$ cat src/rtl/mem_stage_pkg.sv
// Shared definitions for the memory-access stage: control bit positions,
// fault codes, FSM state encodings and the zero-register index.
package mem_stage_pkg;

  localparam int CTRL_REG_WRITE = 2;
  localparam int CTRL_MEM_READ  = 1;
  localparam int CTRL_MEM_WRITE = 0;

  localparam int XZR_IDX = 31;

  typedef enum logic [1:0] {
    FAULT_NONE     = 2'b00,
    FAULT_MISALIGN = 2'b01,
    FAULT_TIMEOUT  = 2'b10,
    FAULT_ILLEGAL  = 2'b11
  } fault_t;

  typedef enum logic [1:0] {
    IDLE    = 2'd0,
    REQ     = 2'd1,
    WAIT_RD = 2'd2
  } state_t;

  // Register-file write is dropped for XZR and for any faulted instruction
  function automatic logic wb_write_en(input logic reg_write, input logic is_xzr,
                                       input fault_t fault);
    return reg_write & ~is_xzr & (fault == FAULT_NONE);
  endfunction

endpackage

$ cat src/rtl/mem_timeout_ctr.sv
// Clear/enable counter for the load-data wait; terminal flags the cycle whose
// increment brings the count up to TIMEOUT.
module mem_timeout_ctr #(
  parameter int unsigned TIMEOUT = 255
) (
  input  logic clk,
  input  logic rst_n,
  input  logic clear,
  input  logic enable,
  output logic terminal
);

  localparam int CW = $clog2(TIMEOUT + 1);

  logic [CW-1:0] count;

  always_ff @(posedge clk or negedge rst_n) begin
    if (!rst_n) begin
      count <= '0;
    end else if (clear) begin
      count <= '0;
    end else if (enable && count != CW'(TIMEOUT)) begin
      count <= count + CW'(1);
    end
  end

  assign terminal = enable && (count == CW'(TIMEOUT - 1));

endmodule

$ cat src/rtl/mem_stage.sv
// Memory-access stage: issues loads/stores on a valid/ready data port and
// produces one registered write-back beat per accepted instruction.
module mem_stage
  import mem_stage_pkg::*;
#(
  parameter int          DATA_W     = 64,
  parameter int          REG_ADDR_W = 5,
  parameter int unsigned TIMEOUT    = 255
) (
  input  logic                  clk,
  input  logic                  rst_n,
  input  logic                  ex_valid,
  output logic                  ex_ready,
  input  logic [DATA_W-1:0]     ex_alu_result,
  input  logic [DATA_W-1:0]     ex_store_data,
  input  logic [REG_ADDR_W-1:0] ex_rd,
  input  logic [2:0]            ex_ctrl,
  output logic                  dmem_req,
  output logic                  dmem_we,
  output logic [DATA_W-1:0]     dmem_addr,
  output logic [DATA_W-1:0]     dmem_wdata,
  input  logic                  dmem_ready,
  input  logic                  dmem_rvalid,
  input  logic [DATA_W-1:0]     dmem_rdata,
  output logic                  wb_valid,
  output logic [REG_ADDR_W-1:0] wb_rd,
  output logic [DATA_W-1:0]     wb_data,
  output logic                  wb_reg_write,
  output logic [1:0]            wb_fault
);

  state_t                state, next_state;
  logic [DATA_W-1:0]     addr_q, wdata_q;
  logic [REG_ADDR_W-1:0] rd_q;
  logic [2:0]            ctrl_q;

  logic                  latch, fire, fire_reg_write;
  logic [DATA_W-1:0]     fire_data;
  logic [REG_ADDR_W-1:0] fire_rd;
  fault_t                fire_fault;
  logic                  ctr_clear, ctr_en, ctr_tc;

  // Gating with rst_n keeps ex_ready low while reset is held
  assign ex_ready   = rst_n && (state == IDLE);
  assign dmem_req   = (state == REQ);
  assign dmem_we    = ctrl_q[CTRL_MEM_WRITE];
  assign dmem_addr  = addr_q;
  assign dmem_wdata = wdata_q;

  mem_timeout_ctr #(.TIMEOUT(TIMEOUT)) u_timeout (
    .clk      (clk),
    .rst_n    (rst_n),
    .clear    (ctr_clear),
    .enable   (ctr_en),
    .terminal (ctr_tc)
  );

  always_comb begin
    next_state     = state;
    latch          = 1'b0;
    fire           = 1'b0;
    fire_data      = '0;
    fire_rd        = rd_q;
    fire_reg_write = ctrl_q[CTRL_REG_WRITE];
    fire_fault     = FAULT_NONE;
    ctr_clear      = 1'b0;
    ctr_en         = 1'b0;
    case (state)
      IDLE: begin
        if (ex_valid && ex_ready) begin
          fire_rd        = ex_rd;
          fire_data      = ex_alu_result;
          fire_reg_write = ex_ctrl[CTRL_REG_WRITE];
          if (!ex_ctrl[CTRL_MEM_READ] && !ex_ctrl[CTRL_MEM_WRITE]) begin
            fire = 1'b1;
          end else if (ex_ctrl[CTRL_MEM_READ] && ex_ctrl[CTRL_MEM_WRITE]) begin
            fire       = 1'b1;
            fire_fault = FAULT_ILLEGAL;
          end else if (ex_alu_result[2:0] != 3'b000) begin
            fire       = 1'b1;
            fire_fault = FAULT_MISALIGN;
          end else begin
            latch      = 1'b1;
            next_state = REQ;
          end
        end
      end
      REQ: begin
        if (dmem_ready) begin
          if (ctrl_q[CTRL_MEM_WRITE]) begin
            fire           = 1'b1;
            fire_data      = addr_q;
            fire_reg_write = 1'b0;
            next_state     = IDLE;
          end else if (ctrl_q[CTRL_MEM_READ]) begin
            if (dmem_rvalid) begin
              fire       = 1'b1;
              fire_data  = dmem_rdata;
              next_state = IDLE;
            end else begin
              ctr_clear  = 1'b1;
              next_state = WAIT_RD;
            end
          end
        end
      end
      WAIT_RD: begin
        ctr_en = 1'b1;
        // Data arriving on the timeout cycle still wins
        if (dmem_rvalid) begin
          fire       = 1'b1;
          fire_data  = dmem_rdata;
          next_state = IDLE;
        end else if (ctr_tc) begin
          fire       = 1'b1;
          fire_fault = FAULT_TIMEOUT;
          next_state = IDLE;
        end
      end
      default: next_state = IDLE;
    endcase
  end

  always_ff @(posedge clk or negedge rst_n) begin
    if (!rst_n) begin
      state   <= IDLE;
      addr_q  <= '0;
      wdata_q <= '0;
      rd_q    <= '0;
      ctrl_q  <= '0;
    end else begin
      state <= next_state;
      if (latch) begin
        addr_q  <= ex_alu_result;
        wdata_q <= ex_store_data;
        rd_q    <= ex_rd;
        ctrl_q  <= ex_ctrl;
      end
    end
  end

  always_ff @(posedge clk or negedge rst_n) begin
    if (!rst_n) begin
      wb_valid     <= 1'b0;
      wb_rd        <= '0;
      wb_data      <= '0;
      wb_reg_write <= 1'b0;
      wb_fault     <= FAULT_NONE;
    end else begin
      wb_valid     <= fire;
      wb_reg_write <= fire && wb_write_en(fire_reg_write,
                                          fire_rd == REG_ADDR_W'(XZR_IDX),
                                          fire_fault);
      if (fire) begin
        wb_rd    <= fire_rd;
        wb_data  <= fire_data;
        wb_fault <= fire_fault;
      end
    end
  end

endmodule

$ cat config.mk
export PLATFORM = sky130hd
export DESIGN_NAME = mem_stage
export DESIGN_NICKNAME = d
export VERILOG_FILES = /design/src/rtl/mem_stage_pkg.sv /design/src/rtl/mem_timeout_ctr.sv /design/src/rtl/mem_stage.sv
export SDC_FILE = /design/constraint.sdc
export NUM_CORES = 1
export LEC_CHECK = 0
export BUFFER_PORTS_ARGS = -buffer_cell sky130_fd_sc_hd__buf_2
export CORE_ASPECT_RATIO = 1.2
export CORE_MARGIN = 8
export CORE_UTILIZATION = 30
export CTS_BUF_LIST = sky130_fd_sc_hd__clkbuf_8
export DETAILED_ROUTE_END_ITERATION = 10
export GPL_TIMING_DRIVEN = 0
export HOLD_SLACK_MARGIN = 0.05
export MAX_ROUTING_LAYER = met4
export PLACE_DENSITY_LB_ADDON = 0.08
export SETUP_SLACK_MARGIN = 0.2
export SYNTH_ARGS = -nofsm -noshare
export SYNTH_HDL_FRONTEND = slang
export SYNTH_SLANG_ARGS = --single-unit
$ cat constraint.sdc
create_clock -name clk -period 5.1 [get_ports clk]
set_clock_uncertainty 0.15 [all_clocks]
set_input_delay 1.02 -clock clk [delete_from_list [all_inputs] [get_ports clk]]
set_output_delay 1.02 -clock clk [all_outputs]
set_load 0.05 [all_outputs]
# After elaboration in Yosys (flattened, before gate mapping)
# Cells that the tools add are included.
[classes]
addsub = 1
eq_ne = 12
n_mux = 54
bitwise_logic = 3
reduce_logical = 14
[ops]
columns = ["cell", "n"]
rows = [
  ["$mux 64", 5],
  ["$pmux 64 s3", 1],
  ["$mux 2", 15],
  ["$mux 1", 25],
  ["$mux 8", 2],
  ["$mux 5", 2],
  ["$add 8x1->8 const B", 1],
  ["$eq 8x8->1 const B", 1],
  ["$ne 8x8->1 const B", 1],
  ["$logic_and 1x1->1", 7],
  ["$reduce_and 7->1", 1],
  ["$ne 2x2->1 const B", 3],
  ["$pmux 2 s3", 1],
  ["$eq 5x5->1 const B", 1],
  ["$logic_not 2->1", 2],
  ["$ne 2x1->1 const B", 2],
  ["$pmux 2 s2", 1],
  ["$ne 3x1->1 const B", 1],
  ["$ne 3x3->1 const B", 1],
  ["$pmux 1 s3", 1],
  ["$reduce_bool 3->1", 1],
  ["$and 1x1->1", 2],
  ["$eq 2x1->1 const B", 1],
  ["$eq 2x2->1 const B", 1],
  ["4 further kinds", 5],
]
[word_totals]
register_bits = 219
output_inout_bits = 204

# Longest topological paths before layout
[logic_depth]
depth_word = 10
ltp_mapped = 7
depth_no_buf = 5

# Modules after synthesis
# Synthesis repeated with hierarchy kept, for this count alone.
[unflattened]
hier_cells = 774
hier_area_um2 = 10004.6
[by_module_without_submodules]
columns = ["mod", "instances", "cells_each", "area_each_um2"]
rows = [
  ["mem_stage", 1, 724, 9525.4],
  ["mem_timeout_ctr", 1, 50, 479.2],
]

# Worst setup path after synthesis
# OpenSTA, ideal clock, no wires.
[synth_path]
path_type = "input to output"
from = "in rst_n"
to = "out ex_ready"
arrival_time_ns = 2.166
t_required_ns = 3.930
slack_ns = 1.764
cell_stages = 1
path_buffers = 0
cell_sequence = "nor3b_1"
[synth_between]
elab_chain_cells = 1
[synth_lines]
columns = ["item", "line", "source"]
rows = [
  ["start, declared", "mem_stage.sv:11", "input logic rst_n,"],
  ["$logic_and 1x1->1", "mem_stage.sv:44", "assign ex_ready = rst_n && (state == IDLE);"],
  ["end, declared", "mem_stage.sv:13", "output logic ex_ready,"],
]
# No other way between the ends.

# Worst setup path in the final report
# Ends and elaborated chain as after synthesis.

==> flow_metrics.tcl <==
set metrics [dict create \
    grt_pass1_wl_um 59500 \
    slowest_delay_ns 0.43 \
    hold_viol_final 0 \
    cts_max_level 2 \
    finalCriticalPeriod_ns 3.45 \
    critPathMaxFanout 109 \
    tritoncts "yes" \
    row_count 74 \
    peakVddDrop_uv 303 \
    endpoint_kind "primary output" \
    syn_inst 888 \
    ctsRootBufferMaster "clkbuf_8" \
    cts_hold_buf 0 \
    regToRegStartpoint "ctrl_q[0]" \
    grt.overflow.total 0 \
    clkLatencyLatePin_ns 0.56 \
    gr-usage-all-layers 0.199 \
    power_frac_comb 0.376 \
    dp_hpwl_um 30100 \
    cts_resized 0 \
    sequentialPowerShare 0.351 \
    ys_types 49 \
    wire_per_inst_um 22.2 \
    power_leakage_uw 0.00698 \
    placed_area_um2 13100 \
    cts_setup_buffers 0 \
    rr_endpoint "wb_data[57]" \
    setup_viol 0 \
    ant_nets 0 \
    switching_power_uw 2870 \
    drive_gt1_frac 0.434 \
    async_flop_share 1.00 \
    switching_share 0.433 \
    die_width_um 186 \
    cts_buffer_depth 3 \
    initial_core_util 0.305 \
    first_pass_iters 9 \
    cp-start-kind "input port" \
    most-common-layout-cells "439 x buf_2, 219 x dfrtp_1, 76 x nand2_1" \
    ys_seq_elements 219 \
    rsz0062_at_grt "no" \
    ff2ff_path_depth 5 \
    critical_path_required_ns 3.93 \
    power_density_nw_per_um2 476 \
    io_buffers 407 \
    grt_max_degree 110 \
    clkSlewWorstSetupHoldPaths_ns 0.05 \
    power_frac_clock 0.273 \
    cts_made_buffers 41 \
    cts_sinks 219 \
    synth_warnings 0 \
    synth_edf_count 0 \
    worstSetupPathType "input port to primary output" \
    core_um2 34100 \
    min-delay-path-class "input port to async pin" \
    via_per_inst 4.93 \
    synth_area_um2 10400 \
    antenna_found_initial 10 \
    area_growth_pct 34.3 \
    dieArea_um2 40900 \
    reg2reg_slack_ns 2.34 \
    grt_pass1_vias 9518 \
    via_count 9054 \
    drtIter0Drc 792 \
    arrival_ns 2.28 \
    nets 1547 \
    holdWs_ns 0.155 \
    syn_avg_cell_area_um2 11.7 \
    wirelength_um 40800 \
    gp_congestion 0.782 \
    maxSlewHeadroom 0.463 \
    achievable-frequency_mhz 290 \
    outcome "finished clean" \
    synth_seq_area_share 0.528 \
    finalCritPeriodShare 0.677 \
    worst_slew_pin_slew_ns 0.806 \
    critPathSlowestCell "buf_16" \
    die_h_um 220 \
    nFillCells 3510 \
    design_area_um2 14000 \
    p_int_uw 3770 \
    final_max_slew_viol_count 0 \
    synth_ff_type "dfrtp_1" \
    synth_fp_nets 1095 \
    ios 409 \
    path_cells "buf_8 > buf_16 > nor3b_1 > buf_2" \
    max_cap_viol_count 0 \
    layout_commonest_cell "buf_2" \
    drc 0 \
]
-- layer usage --
layer	part of all wire	track usage	vias up	routed length, um
met5	0	-	-	0
met4	0.023	0.0575	0	939
met3	0.091	0.0641	55	3690
met2	0.50	0.336	393	20400
met1	0.39	0.224	4443	15700
li1	-	-	4163	-
-- how the worst max path moves through the flow --
stage	startpoint	end	slack, ns	depth (start not counted)
after floorplan	rst_n	ex_ready	1.76	1
after global placement	rst_n	wb_reg_write	-2.06	7
after detailed placement	rst_n	wb_reg_write	1.45	8
after CTS	rst_n	ex_ready	1.60	4
after global routing	rst_n	ex_ready	1.46	4
final	rst_n	ex_ready	1.65	4
-- state kept, by name, summed over array words and instances (netlist names) --
name and flops:
wb_reg_write 1, ctrl_q 3, wb_valid 1, rd_q 5
u_timeout.count 8, state 2, wb_fault 2, wb_data 64
dmem_addr 64, dmem_wdata 64, wb_rd 5
-- cells in the mapped netlist (2+ instances only) --
| cell | count | area [um2] |
|---|---|---|
| nor2b_1 | 3 | 18.8 |
| nand2_1 | 76 | 285 |
| nor3b_1 | 2 | 15.0 |
| o21ai_0 | 69 | 345 |
| mux2_4 | 11 | 165 |
| buf_1 | 4 | 15.0 |
| a21oi_1 | 5 | 25.0 |
| nand2b_1 | 2 | 12.5 |
| mux2_2 | 69 | 777 |
| xnor2_1 | 3 | 26.3 |
| buf_6 | 6 | 67.6 |
| nand3_1 | 60 | 300 |
| mux2i_1 | 58 | 581 |
| nand4_1 | 3 | 18.8 |
| mux2_1 | 72 | 811 |
| a22oi_1 | 9 | 67.6 |
| a222oi_1 | 55 | 551 |
| nor2_1 | 9 | 33.8 |
| ha_1 | 2 | 25.0 |
| inv_1 | 59 | 221 |
| and4_1 | 2 | 17.5 |
| dfrtp_1 | 219 | 5480 |
| and2_1 | 4 | 25.0 |
| clkbuf_1 | 29 | 109 |
| buf_2 | 33 | 165 |
-- worst max-delay path, delay by kind of cell --
family                 cells  cell delay [ns]
buffers and inverters      3             0.93
AND/OR/NAND/NOR            1             0.24
-- power groups by stage --
| stage | clock network (uW) | registers [uW] | logic [uW] |
|---|---|---|---|
| floorplan | 0 | 3450 | 635 |
| detailed placement | 0 | 2360 | 2520 |
| global placement | 0 | 2350 | 2510 |
| global route | 1960 | 2380 | 2630 |
| finish | 1820 | 2330 | 2500 |
| CTS | 1890 | 2330 | 2530 |
-- area by class of cell --
class | count | area [um2] | share of cell area
Antenna cell | 10 | 25.0 | 0.00179
Buffer | 75 | 399 | 0.0286
Clock buffer | 52 | 716 | 0.0513
Clock inverter | 23 | 151 | 0.0109
Inverter | 59 | 221 | 0.0159
Multi-Input combinational cell | 535 | 4290 | 0.307
Sequential cell | 219 | 5480 | 0.393
Tap cell | 456 | 571 | 0.0409
Timing Repair Buffer | 409 | 2100 | 0.151
-- metrics by stage --
step | setup TNS (ns) | cells | setup WS (ns) | total power (uW) | utilization
global placement | -717.59 | 1751 | -2.06 | 4860 | 0.381
floorplan | 0 | 888 | 1.76 | 4080 | -
finish | 0 | 1838 | 1.65 | 6640 | 0.409
CTS | 0 | 1828 | 1.60 | 6750 | 0.409
global route | 0 | 1837 | 1.46 | 6980 | 0.409
detailed placement | 0 | 1753 | 1.45 | 4880 | 0.383
-- logic make-up after synthesis --
| family | Yosys count | share of synthesized area |
|---|---|---|
| flip-flops | 219 | 0.528 |
| multiplexers | 210 | 0.225 |
| AND/OR/NAND/NOR | 169 | 0.0769 |
| AO/OA/AOI/OAI | 150 | 0.105 |
| buffers and inverters | 134 | 0.0598 |
| XOR/XNOR | 3 | 0.00253 |
| adder cells (fa/ha/maj) | 3 | 0.00337 |
No activity file was read; power rests on OpenSTA's default activity.
